$ cat config.mk
export PLATFORM = sky130hd
export DESIGN_NAME = neptuno_joy_reader_flat
export DESIGN_NICKNAME = d
export VERILOG_FILES = /design/src/rtl/neptuno_joy_pkg.sv /design/src/rtl/neptuno_joy_reader_if.sv /design/src/rtl/neptuno_joy_shift165.sv /design/src/rtl/neptuno_joy_reader.sv /design/src/flat_wrapper.sv
export SDC_FILE = /design/constraint.sdc
export NUM_CORES = 1
export LEC_CHECK = 0
export BUFFER_PORTS_ARGS = -buffer_cell sky130_fd_sc_hd__buf_2
export CAP_MARGIN = 30
export CORE_ASPECT_RATIO = 0.8
export CORE_MARGIN = 5
export CORE_UTILIZATION = 59
export DETAILED_ROUTE_END_ITERATION = 10
export PLACE_DENSITY = 0.78
export SLEW_MARGIN = 25
export SYNTH_ARGS = -nofsm -noshare
export SYNTH_HDL_FRONTEND = slang
export SYNTH_SLANG_ARGS = --single-unit
$ cat constraint.sdc
create_clock -name CLOCK_50 -period 2.4 [get_ports CLOCK_50]
set_clock_uncertainty 0.1 [all_clocks]
set_input_delay 0.36 -clock CLOCK_50 [delete_from_list [all_inputs] [get_ports CLOCK_50]]
set_output_delay 0.36 -clock CLOCK_50 [all_outputs]
set_load 0.01 [all_outputs]
$ cat src/rtl/neptuno_joy_pkg.sv
// Shared types and constants for the Neptuno DB9 joystick reader.
// Holds the FSM state encoding and the raw-pin / output-button bit positions.
package neptuno_joy_pkg;

    localparam int WORD_BITS = 16;
    localparam int HALF_BITS = $clog2(2 * WORD_BITS);

    typedef enum logic [2:0] {
        IDLE,
        SEL,
        LOAD,
        SHIFT,
        DONE,
        UPDATE
    } joy_state_e;

    // Raw byte from one DB9 port, pins active low
    localparam int RAW_U  = 7;
    localparam int RAW_D  = 6;
    localparam int RAW_L  = 5;
    localparam int RAW_R  = 4;
    localparam int RAW_P6 = 3;
    localparam int RAW_P9 = 2;

    // Active-high button word presented to the guest core
    localparam int OUT_R  = 0;
    localparam int OUT_L  = 1;
    localparam int OUT_D  = 2;
    localparam int OUT_U  = 3;
    localparam int OUT_B  = 4;
    localparam int OUT_C  = 5;
    localparam int OUT_A  = 6;
    localparam int OUT_ST = 7;

    // A Megadrive pad pulls both L and R low while select is low
    function automatic logic md_detect(input logic raw_l, input logic raw_r);
        return !raw_l && !raw_r;
    endfunction

endpackage

$ cat src/rtl/neptuno_joy_reader_if.sv
// Pin bundle between the reader and the board's 74HC165 chain / DB9 select line.
interface neptuno_joy_reader_if;

    logic JOY_CLK;
    logic JOY_LOAD;
    logic JOY_DATA;
    logic JOY_SEL;

    modport master (output JOY_CLK, output JOY_LOAD, output JOY_SEL, input JOY_DATA);
    modport slave  (input JOY_CLK, input JOY_LOAD, input JOY_SEL, output JOY_DATA);

endinterface

$ cat src/rtl/neptuno_joy_shift165.sv
// Tick-driven 74HC165 engine: one LOAD tick, then 16 bits at two ticks per bit,
// sampling the synchronised chain output MSB-first while JOY_CLK is low.
module neptuno_joy_shift165
    import neptuno_joy_pkg::*;
(
    input  logic                 clk,
    input  logic                 rst_n,
    input  logic                 tick_i,
    input  logic                 start_i,
    input  logic                 data_i,
    output logic                 busy_o,
    output logic                 done_o,
    output logic [WORD_BITS-1:0] word_o,
    output logic                 joy_clk_o,
    output logic                 joy_load_o
);

    localparam logic [HALF_BITS-1:0] HALF_LAST = HALF_BITS'(2 * WORD_BITS - 1);

    logic                 data_s1_q;
    logic                 data_s2_q;
    logic                 busy_q;
    logic                 load_n_q;
    logic                 jclk_q;
    logic [HALF_BITS-1:0] half_q;
    logic [WORD_BITS-1:0] sr_q;

    // NOTE: sequential state uses non-blocking assignments so every flop sees pre-edge values.
    always_ff @(posedge clk or negedge rst_n) begin
        if (!rst_n) begin
            data_s1_q <= 1'b1;
            data_s2_q <= 1'b1;
        end else begin
            data_s1_q <= data_i;
            data_s2_q <= data_s1_q;
        end
    end

    // NOTE: the data-path shift register is reset as well, so the word is never X after reset.
    always_ff @(posedge clk or negedge rst_n) begin
        if (!rst_n) begin
            busy_q   <= 1'b0;
            load_n_q <= 1'b1;
            jclk_q   <= 1'b0;
            half_q   <= '0;
            sr_q     <= '0;
        end else if (tick_i) begin
            if (!busy_q) begin
                if (start_i) begin
                    busy_q   <= 1'b1;
                    load_n_q <= 1'b0;
                end
            end else if (!load_n_q) begin
                load_n_q <= 1'b1;
                half_q   <= '0;
            end else if (!half_q[0]) begin
                sr_q   <= {sr_q[WORD_BITS-2:0], data_s2_q};
                jclk_q <= 1'b1;
                half_q <= half_q + HALF_BITS'(1);
            end else begin
                jclk_q <= 1'b0;
                if (half_q == HALF_LAST) begin
                    busy_q <= 1'b0;
                end else begin
                    half_q <= half_q + HALF_BITS'(1);
                end
            end
        end
    end

    assign done_o     = tick_i && busy_q && load_n_q && (half_q == HALF_LAST);
    assign busy_o     = busy_q;
    assign word_o     = sr_q;
    assign joy_clk_o  = jclk_q;
    assign joy_load_o = load_n_q;

endmodule

$ cat src/rtl/neptuno_joy_reader.sv
// Neptuno2 DB9 joystick reader: two select phases per frame through the 74HC165
// chain, Megadrive detection, and frame-latched active-high button words.
module neptuno_joy_reader
    import neptuno_joy_pkg::*;
#(
    parameter int CLK_DIV      = 8,
    parameter int SETTLE_TICKS = 4,
    parameter int IDLE_TICKS   = 256
) (
    input  logic                 CLOCK_50,
    input  logic                 RESET_N,
    neptuno_joy_reader_if.master joy_bus,
    output logic [7:0]           joy1,
    output logic [7:0]           joy2,
    output logic                 md1,
    output logic                 md2,
    output logic                 joy_strobe
);

    localparam int DIV_W   = (CLK_DIV > 1) ? $clog2(CLK_DIV) : 1;
    localparam int CNT_MAX = (IDLE_TICKS > SETTLE_TICKS) ? IDLE_TICKS : SETTLE_TICKS;
    localparam int CNT_W   = (CNT_MAX > 1) ? $clog2(CNT_MAX) : 1;
    localparam logic [DIV_W-1:0] DIV_LAST    = DIV_W'(CLK_DIV - 1);
    localparam logic [CNT_W-1:0] IDLE_LAST   = CNT_W'(IDLE_TICKS - 1);
    localparam logic [CNT_W-1:0] SETTLE_LAST = CNT_W'(SETTLE_TICKS - 1);

    joy_state_e       state_q, state_d;
    logic [DIV_W-1:0] div_q;
    logic [CNT_W-1:0] cnt_q, cnt_d;
    logic             phase_q, phase_d;
    logic             sel_q, sel_d;
    logic [1:0][7:0]  w_hi_q, w_hi_d;
    logic [1:0][7:0]  w_lo_q, w_lo_d;
    logic [7:0]       joy1_q, joy1_d, joy2_q, joy2_d;
    logic             md1_q, md1_d, md2_q, md2_d;
    logic             strobe_q, strobe_d;

    logic                 tick;
    logic                 eng_start, eng_busy, eng_done;
    logic [WORD_BITS-1:0] eng_word;
    logic [1:0][7:0]      map_joy;
    logic [1:0]           map_md;
    logic                 unused_raw;

    always_ff @(posedge CLOCK_50 or negedge RESET_N) begin
        if (!RESET_N) div_q <= '0;
        else          div_q <= tick ? '0 : div_q + DIV_W'(1);
    end
    assign tick = (div_q == DIV_LAST);

    neptuno_joy_shift165 u_shift (
        .clk       (CLOCK_50),
        .rst_n     (RESET_N),
        .tick_i    (tick),
        .start_i   (eng_start),
        .data_i    (joy_bus.JOY_DATA),
        .busy_o    (eng_busy),
        .done_o    (eng_done),
        .word_o    (eng_word),
        .joy_clk_o (joy_bus.JOY_CLK),
        .joy_load_o(joy_bus.JOY_LOAD)
    );

    // Index 1 is port 1 (word[15:8]); directions and B/C always come from the select-high word
    // NOTE: every always_comb output gets a default first so no path can infer a latch.
    always_comb begin
        map_joy = '0;
        map_md  = '0;
        for (int p = 0; p < 2; p++) begin
            map_md[p]          = md_detect(w_lo_q[p][RAW_L], w_lo_q[p][RAW_R]);
            map_joy[p][OUT_U]  = ~w_hi_q[p][RAW_U];
            map_joy[p][OUT_D]  = ~w_hi_q[p][RAW_D];
            map_joy[p][OUT_L]  = ~w_hi_q[p][RAW_L];
            map_joy[p][OUT_R]  = ~w_hi_q[p][RAW_R];
            map_joy[p][OUT_B]  = ~w_hi_q[p][RAW_P6];
            map_joy[p][OUT_C]  = ~w_hi_q[p][RAW_P9];
            map_joy[p][OUT_A]  = map_md[p] & ~w_lo_q[p][RAW_P6];
            map_joy[p][OUT_ST] = map_md[p] & ~w_lo_q[p][RAW_P9];
        end
    end
    assign unused_raw = ^{w_hi_q, w_lo_q};

    always_comb begin
        state_d   = state_q;
        cnt_d     = cnt_q;
        phase_d   = phase_q;
        sel_d     = sel_q;
        w_hi_d    = w_hi_q;
        w_lo_d    = w_lo_q;
        joy1_d    = joy1_q;
        joy2_d    = joy2_q;
        md1_d     = md1_q;
        md2_d     = md2_q;
        strobe_d  = 1'b0;
        eng_start = 1'b0;
        if (tick) begin
            unique case (state_q)
                IDLE: begin
                    if (cnt_q == IDLE_LAST) begin
                        cnt_d   = '0;
                        sel_d   = 1'b1;
                        state_d = SEL;
                    end else begin
                        cnt_d = cnt_q + CNT_W'(1);
                    end
                end
                SEL: begin
                    if (cnt_q == SETTLE_LAST) begin
                        if (!eng_busy) begin
                            cnt_d     = '0;
                            eng_start = 1'b1;
                            state_d   = LOAD;
                        end
                    end else begin
                        cnt_d = cnt_q + CNT_W'(1);
                    end
                end
                LOAD:  state_d = SHIFT;
                SHIFT: if (eng_done) state_d = DONE;
                DONE: begin
                    if (!phase_q) begin
                        w_hi_d  = eng_word;
                        phase_d = 1'b1;
                        sel_d   = 1'b0;
                        state_d = SEL;
                    end else begin
                        w_lo_d  = eng_word;
                        state_d = UPDATE;
                    end
                end
                UPDATE: begin
                    joy1_d   = map_joy[1];
                    joy2_d   = map_joy[0];
                    md1_d    = map_md[1];
                    md2_d    = map_md[0];
                    strobe_d = 1'b1;
                    phase_d  = 1'b0;
                    sel_d    = 1'b1;
                    state_d  = IDLE;
                end
                default: state_d = IDLE;
            endcase
        end
    end

    always_ff @(posedge CLOCK_50 or negedge RESET_N) begin
        if (!RESET_N) begin
            state_q  <= IDLE;
            cnt_q    <= '0;
            phase_q  <= 1'b0;
            sel_q    <= 1'b1;
            w_hi_q   <= '1;
            w_lo_q   <= '1;
            joy1_q   <= '0;
            joy2_q   <= '0;
            md1_q    <= 1'b0;
            md2_q    <= 1'b0;
            strobe_q <= 1'b0;
        end else begin
            state_q  <= state_d;
            cnt_q    <= cnt_d;
            phase_q  <= phase_d;
            sel_q    <= sel_d;
            w_hi_q   <= w_hi_d;
            w_lo_q   <= w_lo_d;
            joy1_q   <= joy1_d;
            joy2_q   <= joy2_d;
            md1_q    <= md1_d;
            md2_q    <= md2_d;
            strobe_q <= strobe_d;
        end
    end

    assign joy_bus.JOY_SEL = sel_q;
    assign joy1            = joy1_q;
    assign joy2            = joy2_q;
    assign md1             = md1_q;
    assign md2             = md2_q;
    assign joy_strobe      = strobe_q;

endmodule

$ cat src/flat_wrapper.sv
// flat-port wrapper written by rule: the top's interface ports become plain ports
module neptuno_joy_reader_flat import neptuno_joy_pkg::*;
#(
    parameter int CLK_DIV      = 8,
    parameter int SETTLE_TICKS = 4,
    parameter int IDLE_TICKS   = 256
)
  (CLOCK_50, RESET_N, joy1, joy2, md1, md2, joy_strobe, joy_bus_JOY_CLK, joy_bus_JOY_LOAD, joy_bus_JOY_SEL, joy_bus_JOY_DATA);
  neptuno_joy_reader_if joy_bus_i ();
  input  logic CLOCK_50;
  input  logic RESET_N;
  output logic [7:0] joy1;
  output logic [7:0] joy2;
  output logic md1;
  output logic md2;
  output logic joy_strobe;
  output wire logic [$bits(joy_bus_i.JOY_CLK)-1:0] joy_bus_JOY_CLK;
  output wire logic [$bits(joy_bus_i.JOY_LOAD)-1:0] joy_bus_JOY_LOAD;
  output wire logic [$bits(joy_bus_i.JOY_SEL)-1:0] joy_bus_JOY_SEL;
  input wire logic [$bits(joy_bus_i.JOY_DATA)-1:0] joy_bus_JOY_DATA;
  assign joy_bus_JOY_CLK = joy_bus_i.JOY_CLK;
  assign joy_bus_JOY_LOAD = joy_bus_i.JOY_LOAD;
  assign joy_bus_JOY_SEL = joy_bus_i.JOY_SEL;
  assign joy_bus_i.JOY_DATA = joy_bus_JOY_DATA;
  neptuno_joy_reader #(.CLK_DIV(CLK_DIV), .SETTLE_TICKS(SETTLE_TICKS), .IDLE_TICKS(IDLE_TICKS)) u_core (.CLOCK_50(CLOCK_50), .RESET_N(RESET_N), .joy_bus(joy_bus_i), .joy1(joy1), .joy2(joy2), .md1(md1), .md2(md2), .joy_strobe(joy_strobe));
endmodule
### Word level (Yosys, flattened, before mapping)

Cells that the tools add are included.

| word-level totals | value |
|---|---|
| flip-flop bits (word level) | 89 |
| output and inout bits | 22 |

| operators by class | value |
|---|---|
| $add $sub $neg | 3 |
| equality and inequality tests | 16 |
| muxes and demuxes | 32 |
| bitwise logic cells | 22 |
| reduce and logical (&&, ||, !) cells | 26 |

Operator list:

| cell | count |
|---|---|
| $mux 8 | 3 |
| $mux 3 | 6 |
| $not 1->1 | 18 |
| $mux 1 | 16 |
| $pmux 8 s2 | 1 |
| $mux 5 | 3 |
| $pmux 3 s5 | 1 |
| $reduce_and 3->1 | 5 |
| $eq 3x3->1 const B | 3 |
| $add 8x1->8 const B | 1 |
| $eq 8x2->1 const B | 1 |
| $eq 8x8->1 const B | 1 |
| $reduce_and 2->1 | 4 |
| $reduce_and 4->1 | 2 |
| $eq 3x2->1 const B | 2 |
| $ne 2x1->1 const B | 3 |
| $ne 3x3->1 const B | 2 |
| $reduce_bool 2->1 | 3 |
| $add 5x1->5 const B | 1 |
| $eq 5x5->1 const B | 1 |
| $logic_and 1x1->1 | 5 |
| $reduce_and 5->1 | 1 |
| $and 1x1->1 | 4 |
| $logic_not 1->1 | 4 |
| 7 further kinds | 8 |

### Longest topological paths before layout

Gate-level depths: netlist (run 1).

| depth | value |
|---|---|
| depth in word-level cells | 6 |
| mapped depth | 8 |
| depth with buffers taken out | 8 |

### Modules after synthesis

A second synthesis (run 1) with hierarchy kept.

| second synthesis, totals | value |
|---|---|
| cell total of the unflattened synthesis | 281 |
| area total of the unflattened synthesis | 3464.6 um^2 |

By module, submodules not included:

| module | instances | cells each | area each (um^2) | seq. area each (um^2) |
|---|---|---|---|---|
| neptuno_joy_reader | 1 | 191 | 2293.4 | 1402.6 |
| neptuno_joy_shift165 | 1 | 90 | 1171.1 | 654.4 |

### Worst setup path before layout (run 1)

OpenSTA, ideal clock, no wires.

| timing | value |
|---|---|
| path kind | reg-to-reg |
| start point | register u_core.div_q[0] |
| end point | register u_core.joy1_q[6] (netlist: u_core.joy1[6]) |
| library setup time | 110 ps |
| arrival | 1771 ps |
| setup slack | 418 ps |
| stages on the path, launching flop included | 9 |
| buffers on the path | 2 |
| period minus slack after synthesis | 1982 ps |
| cell sequence | dfrtp_1 > ha_1 > ha_1 > and2b_1 > nand3_1 > clkbuf_1 > clkbuf_1 > nand2_1 > o41ai_1 |

| between the ends | value |
|---|---|
| cells in the longest elaborated chain, start to end | 2 |

RTL lines:

| item | line | RTL |
|---|---|---|
| start: declaration | neptuno_joy_reader.sv:28 | `logic [DIV_W-1:0] div_q;` |
| start signal: assignment | neptuno_joy_reader.sv:47 | `else div_q <= tick ? '0 : div_q + DIV_W'(1);` |
| $eq 3x3->1 | neptuno_joy_reader.sv:49 | `assign tick = (div_q == DIV_LAST);` |
| $reduce_and 2->1 (no source line) | n/a |  |
| end signal: assignment | neptuno_joy_reader.sv:166 | `joy1_q <= joy1_d;` |
| end: declaration | neptuno_joy_reader.sv:34 | `logic [7:0] joy1_q, joy1_d, joy2_q, joy2_d;` |

Every way passes these cells.
A chain may end at the register's enable or synchronous reset.

### Worst setup path after layout (run 1)

| timing | value |
|---|---|
| start point | register u_core.cnt_q[0] |
| end point | register u_core.cnt_q[0] |

| between the ends | value |
|---|---|
| cells in the longest elaborated chain, start to end | 3 |

RTL lines:

| item | line | RTL |
|---|---|---|
| start: declaration | neptuno_joy_reader.sv:29 | `logic [CNT_W-1:0] cnt_q, cnt_d;` |
| start signal: assignment | neptuno_joy_reader.sv:161 | `cnt_q <= cnt_d;` |
| $add 8x1->8, or another cell as far along | neptuno_joy_reader.sv:104, neptuno_joy_reader.sv:115 |  |
| $mux 8, or another cell as far along | neptuno_joy_reader.sv:108 | `if (cnt_q == SETTLE_LAST) begin` |
| $pmux 8 s2 / $reduce_and 3->1 (equally long branches) | n/a |  |

Parallel ways exist; a longest one is shown, timed or not.

==> results of run 1 <==
==> path summary, 6_finish.rpt <==
check / cells after the start / slack [ns] / to / from
setup / recovery: 6 / 0.26 / u_core.cnt_q[0]$_DFFE_PN0P_ / u_core.cnt_q[0]$_DFFE_PN0P_
hold / removal: 0 / 0.26 / u_core.u_shift.data_s2_q$_DFF_PN1_ / u_core.u_shift.data_s1_q$_DFF_PN1_
setup reg to reg: 6 / 0.26 / u_core.cnt_q[0]$_DFFE_PN0P_ / u_core.cnt_q[0]$_DFFE_PN0P_
hold reg to reg: 0 / 0.26 / u_core.u_shift.data_s2_q$_DFF_PN1_ / u_core.u_shift.data_s1_q$_DFF_PN1_
max in group asynchronous: 3 / 1.17 / u_core.w_lo_q[11]$_DFFE_PN1P_ / RESET_N
min in group asynchronous: 2 / 0.37 / u_core.cnt_q[0]$_DFFE_PN0P_ / RESET_N
==> power groups by stage <==
stage / logic, mW / registers [mW] / clock network (mW)
2_1_floorplan: 0.0000171 / 1.39 / 0
3_3_place_gp: 0.0336 / 1.39 / 0
3_5_place_dp: 0.0344 / 1.39 / 0
4_1_cts: 0.0368 / 1.37 / 1.06
5_1_grt: 0.0421 / 1.37 / 1.13
6_report: 0.0346 / 1.37 / 1.04
==> layout by cell type, fill, tap and decap left out, types with 3 or more instances in the layout <==
master and n:
dfrtp_1 57, nand2_1 36, mux2_2 28, dfstp_2 24
o21ai_0 23, buf_2 23, nor2_1 10, mux2_4 10
clkbuf_8 9, nand3_1 8, ha_1 5, nand4_1 4
a22o_1 4, o31ai_1 4, o41ai_1 4, buf_4 4
and3_1 3, inv_1 3, xnor2_1 3
==> worst register-to-register path: cells and delay by family, from the launching register on <==
kind | cells | cell delay, ns
flops | 1 | 0.40
mux | 1 | 0.28
compound gates | 1 | 0.40
fa+ha+maj | 1 | 0.24
simple gates | 3 | 0.62
==> cell type report <==
type / count / area, um^2
clock buffers: 9 / 124
clock inverters: 7 / 85.1
fillers: 411 / 1690
inverters: 3 / 11.3
multi-input cells: 173 / 1270
flip-flops and latches: 81 / 2060
well taps: 78 / 97.6
repair buffers: 30 / 185
==> layer usage <==
metal | global-route usage, % | wire length (um)
met2 | 25.5 | 2510
met5 | 0 | 0
met1 | 25.0 | 2940
met3 | 5.80 | 252
met4 | 6.92 | 88
==> per-stage QoR <==
| step | std cells | power (mW) | utilization, % | worst slack [ns] |
|---|---|---|---|---|
| global placement | 363 | 1.43 | 65.3 | 0.368 |
| detailed placement | 363 | 1.43 | 65.3 | 0.308 |
| CTS | 381 | 2.47 | 69.4 | 0.294 |
| finish | 381 | 2.44 | 69.4 | 0.264 |
| floorplan | 268 | 1.39 | - | 0.418 |
| global route | 381 | 2.54 | 69.4 | 0.113 |
==> logic make-up after synthesis <==
family	after synthesis	synth area share [%]
buffers and inverters	14	2.02
XOR/XNOR	4	1.03
adder cells (fa/ha/maj)	5	1.84
flip-flops	81	60.5
AND/OR/NAND/NOR	78	11.0
AO/OA/AOI/OAI	46	9.38
multiplexers	40	14.3
==> registers in the layout (all words and copies together) (netlist names) <==
| signal | cells |
|---|---|
| u_core.joy_strobe | 1 |
| u_core.phase_q | 1 |
| u_core.u_shift.busy_o | 1 |
| u_core.u_shift.joy_load_o | 1 |
| u_core.md2 | 1 |
| u_core.u_shift.data_s1_q | 1 |
| u_core.joy_bus.JOY_SEL | 1 |
| u_core.u_shift.data_s2_q | 1 |
| u_core.u_shift.half_q | 5 |
| u_core.cnt_q | 8 |
| u_core.u_shift.joy_clk_o | 1 |
| u_core.joy1 | 8 |
| u_core.state_q | 3 |
| u_core.u_shift.word_o | 16 |
| u_core.w_lo_q | 8 |
| u_core.md1 | 1 |
| u_core.w_hi_q | 12 |
| u_core.joy2 | 8 |
| u_core.div_q | 3 |
==> repair_timing <==
action,4_1_cts,5_1_grt
setup endpoints to repair,0,0
hold buffers,2,0
endpoints found under the hold margin,24,0
==> results.py, run 1 <==
metrics = {
    "cts": {
        "clockRootBuffer": "clkbuf_8",
        "cts_tree": "built",
        "path_clk_slew_ns": 0.08,
        "numCtsBuffers": 9,
        "ctsHtreeMaxLevel": 3,
        "clk_latency_ns": 0.36,
        "clock_sinks": 81,
        "clockBufferDepth": 2,
        "cts.repair.resized": 0,
        "post_cts_buffers": 0,
    },
    "critical_path": {
        "start_kind": "register",
        "cp_max_fo": 7,
        "cp_top_family": "simple AND/OR/NAND/NOR gates",
        "crit_path_end_kind": "register",
        "worstPathCellList": "ha_1 > nor4b_1 > nand2_1 > o41ai_4 > nor2_1 > mux2_2",
        "cp.buffers_inverters": 0,
        "critical_path_arrival_ns": 2.28,
        "critPathRequiredTime_ns": 2.54,
        "crit_type": "reg -> reg",
        "cp_slowest_stage_delay_ns": 0.40,
        "cp_slowest_cell": "dfrtp_1",
    },
    "logic_synthesis": {
        "synthTopCellsByCount": "dfrtp_1, nand2_1, mux2_2",
        "syn_area_mm2": 0.00340,
        "synth.most_common_cell": "dfrtp_1",
        "syn_nets": 276,
        "yosysUniqueCellTypes": 46,
        "ys_seq_area_share_pct": 60.5,
        "yosys-top-cells-area": "dfrtp_1, dfstp_2, mux2_2, mux2_4, nand2_1",
        "synth_top_cell_by_area": "dfrtp_1",
        "netlist_instances": 268,
        "async_flop_share_pct": 100,
        "synth_warnings": 0,
        "syn_area_per_cell_um2": 12.7,
        "synth-edff-count": 0,
        "synth_ff_type": "dfrtp_1",
        "synth_top_cell_area_share_pct": 41.9,
        "synth_seq_cells": 81,
    },
    "place": {
        "place_hpwl_um": 3890,
        "place_area_mm2": 0.00361,
        "gp_congestion": 0.808,
        "portBuffers": 24,
    },
    "floorplanning": {
        "start_util_pct": 61.5,
        "die_area_mm2": 0.00739,
        "die_h_um": 77.9,
        "core_region_area_mm2": 0.00553,
        "die_w_um": 94.9,
        "io_pins": 25,
        "rows": 24,
    },
    "global_routing": {
        "grt_pass1_wl_um": 10100,
        "grt_pass1_vias": 2045,
        "grt_use_total_pct": 17.7,
        "antenna_found_initial": 0,
        "grt_remaining_overflow": 0,
        "grt_max_degree": 39,
    },
    "pwr": {
        "internal_power_mw": 1.88,
        "p_per_area_mw_per_mm2": 637,
        "pwr-share-clk_pct": 42.5,
        "p_sw_mw": 0.563,
        "ir_drop_v": 0.000461,
        "combPwrFrac_pct": 1.4,
        "leakage_nw": 1.85,
        "p_seq_share_pct": 56.1,
        "swShare_pct": 23.1,
    },
    "timing": {
        "slew_headroom_pct": 68.7,
        "layout_min_cycle_time_ns": 2.14,
        "fin_crit_sh_pct": 89.0,
        "tightest_slew_ns": 0.469,
        "setup_tns_ns": 0,
        "grt_setup_unrepaired": "no",
        "hold_violations": 0,
        "slew_violations": 0,
        "hold_ws_ns": 0.263,
        "max_freq_ghz": 0.468,
        "finalSetupViolCount": 0,
    },
    "route": {
        "ant_nets": 0,
        "drt_pass1_iterations": 5,
        "drt_iter0_drc": 136,
        "avgViaCountPerCell": 5.53,
        "drc": 0,
        "totalWireLength_um": 5790,
        "num_vias": 2108,
        "wl_per_cell_um": 15.2,
    },
    "worst_hold_path": {
        "hold_class": "reg -> reg",
    },
    "final_layout": {
        "layout-drive-gt1-share_pct": 37.0,
        "area_growth_pct": 12.8,
        "fin_nets": 306,
        "fin_area_mm2": 0.00383,
        "n_antenna_cell": 0,
    },
    "flow_run": {
        "drv_cap": 0,
    },
    "outcome": {
        "status": "finished clean",
    },
}
(Power assumes the default switching activity.)
==> inputs of run 2 (changes only) <==
--- a/config.mk
+++ b/config.mk
@@ -7,7 +7,7 @@
 export LEC_CHECK = 0
 export BUFFER_PORTS_ARGS = -buffer_cell sky130_fd_sc_hd__buf_2
 export CAP_MARGIN = 30
-export CORE_ASPECT_RATIO = 0.8
+export CORE_ASPECT_RATIO = 1.2
 export CORE_MARGIN = 5
 export CORE_UTILIZATION = 59
 export DETAILED_ROUTE_END_ITERATION = 10
==> run 2 against run 1 <==
Worst setup slack lost 0.011 ns; register-to-register slack about the same; global-route usage is 0.14 points lower; combinational power shrank 5%; non-clock buffer count unchanged; clock power up 13%; critical path depth did not move; sequential share of layout area decreased by 0.12 points.
==> results.py, run 2 (same netlist as run 1, synthesis figures left out) <==
metrics = {
    "critical_path": {
        "cp_top_family": "simple AND/OR/NAND/NOR gates",
        "cp.buffers_inverters": 0,
        "cp_slowest_stage_delay_ns": 0.47,
        "cp_num_cells": 6,
        "crit_type": "reg -> reg",
        "critical_path_arrival_ns": 2.32,
        "crit_path_end_kind": "register",
        "worstPathCellList": "ha_1 > ha_1 > and2b_1 > nand2_2 > or3_4 > mux2_4",
        "crit_top_cell": "ha_1",
        "cp_max_fo": 12,
        "cp_slowest_cell": "or3_4",
        "critPathRequiredTime_ns": 2.57,
        "start_kind": "register",
        "reg2regPathDepth": 6,
    },
    "final_layout": {
        "layout-drive-gt1-share_pct": 36.3,
        "area_growth_pct": 13.0,
        "layout_commonest_cell": "dfrtp_1",
        "n_antenna_cell": 0,
        "final_cell_mix": "dfrtp_1, nand2_1, mux2_2, dfstp_2",
        "fin_nets": 306,
        "largest_reg_flops": 16,
        "fillers": 426,
    },
    "cts": {
        "path_clk_slew_ns": 0.08,
        "clock_sinks": 81,
        "ctsHtreeMaxLevel": 3,
        "clk_latency_ns": 0.35,
        "clockBufferDepth": 2,
        "cts.repair.resized": 0,
        "numCtsBuffers": 9,
        "cts_tree": "built",
        "clockRootBuffer": "clkbuf_8",
    },
    "route": {
        "drt_pass1_iterations": 5,
        "wl_met3_um": 258,
        "num_vias": 2138,
        "avgViaCountPerCell": 5.83,
        "drc": 0,
        "topRoutingLayerUsed": "met4",
        "drt_iter0_drc": 112,
        "totalWireLength_um": 5790,
        "wl_met2_um": 2880,
        "wl_met1_um": 2550,
        "wl_per_cell_um": 15.8,
        "ant_nets": 0,
    },
    "timing": {
        "tightest_slew_ns": 0.461,
        "setup_tns_ns": 0,
        "fin_crit_sh_pct": 89.4,
        "slew_headroom_pct": 69.2,
        "max_freq_ghz": 0.466,
        "finalSetupViolCount": 0,
        "hold_violations": 0,
        "grt_setup_unrepaired": "no",
        "layout_min_cycle_time_ns": 2.15,
        "slew_violations": 0,
    },
    "global_routing": {
        "grt_pass1_vias": 2020,
        "antenna_found_initial": 0,
        "grt_pass1_wl_um": 9920,
        "grt_use_total_pct": 17.6,
        "grt_remaining_overflow": 0,
        "grt_max_degree": 50,
    },
    "pwr": {
        "p_per_area_mw_per_mm2": 670,
        "leakage_nw": 1.87,
        "fin_total_pwr_mw": 2.58,
        "ir_drop_v": 0.000320,
    },
    "place": {
        "place_hpwl_um": 4000,
        "gp_congestion": 0.882,
        "portBuffers": 24,
    },
    "floorplanning": {
        "rows": 30,
        "io_pins": 25,
        "core_region_area_mm2": 0.00563,
        "start_util_pct": 60.4,
        "die_w_um": 79.3,
        "die_h_um": 93.2,
        "die_area_mm2": 0.00739,
    },
    "worst_hold_path": {
        "hold_class": "reg -> reg",
        "hold_depth": 0,
    },
    "flow_run": {
        "drv_cap": 0,
    },
    "outcome": {
        "status": "finished clean",
    },
}
==> run 2: cell count changes in the layout (fill, tap and decap cells not counted) <==
cell        delta
inv_8          -2
clkinv_2       +1
clkbuf_1       +2
inv_6          -2
clkinv_4       +1
bufinv_16      +2
clkinvlp_4     -2
==> run 2: report_power, final <==
| group | internal, mW | leakage, nW | switching, mW |
|---|---|---|---|
| Clock | 0.692 | 0.118 | 0.482 |
| Sequential | 1.37 | 1.03 | 0.000538 |
| Combinational | 0.00711 | 0.719 | 0.0257 |
==> run 2: layer usage <==
layer / vias up / global-route usage, %
met5: - / 0
met4: 0 / 8.17
met3: 9 / 4.62
met1: 1059 / 22.5
li1: 1012 / -
met2: 58 / 28.0
==> run 2: metrics by stage <==
stage	util, %	instance area [um^2]	hold slack, ns	std cells	setup slack, ns
after floorplan	-	3400	-0.0356	268	0.418
after global placement	63.7	3590	0.227	349	0.364
after detailed placement	63.7	3590	0.229	349	0.267
after CTS	68.3	3840	0.267	367	0.241
after global routing	68.3	3840	0.269	367	0.144
final	68.3	3840	0.267	367	0.254
==> run 2: final timing paths <==
path | start | end | slack (ns)
max | u_core.div_q[0]$_DFF_PN0_ | u_core.w_hi_q[7]$_DFFE_PN1P_ | 0.25
min | u_core.u_shift.data_s1_q$_DFF_PN1_ | u_core.u_shift.data_s2_q$_DFF_PN1_ | 0.27
max reg2reg | u_core.div_q[0]$_DFF_PN0_ | u_core.w_hi_q[7]$_DFFE_PN1P_ | 0.25
min reg2reg | u_core.u_shift.data_s1_q$_DFF_PN1_ | u_core.u_shift.data_s2_q$_DFF_PN1_ | 0.27
max in group asynchronous | RESET_N | u_core.w_lo_q[10]$_DFFE_PN1P_ | 1.16
min in group asynchronous | RESET_N | u_core.joy2[6]$_DFFE_PN0P_ | 0.39
==> run 2: cell type report <==
class	instances	area, um^2	share of cell area, %
clock buffers	11	131	3.42
clock inverters	5	104	2.70
inverters	3	11.3	0.293
multi-input cells	173	1270	33.2
flip-flops and latches	81	2060	53.5
well taps	64	80.1	2.08
repair buffers	30	185	4.82
==> run 2: timing repair <==
| item | in CTS | in global routing |
|---|---|---|
| endpoints found under the hold margin | 25 | 0 |
| setup buffers | 0 | 0 |
| hold buffers | 2 | 0 |
==> run 2: worst register-to-register path, stage by stage (launching register included) <==
cell	delay (ns)
dfrtp_1	0.36
ha_1	0.15
ha_1	0.30
and2b_1	0.25
nand2_2	0.10
or3_4	0.47
mux2_4	0.34
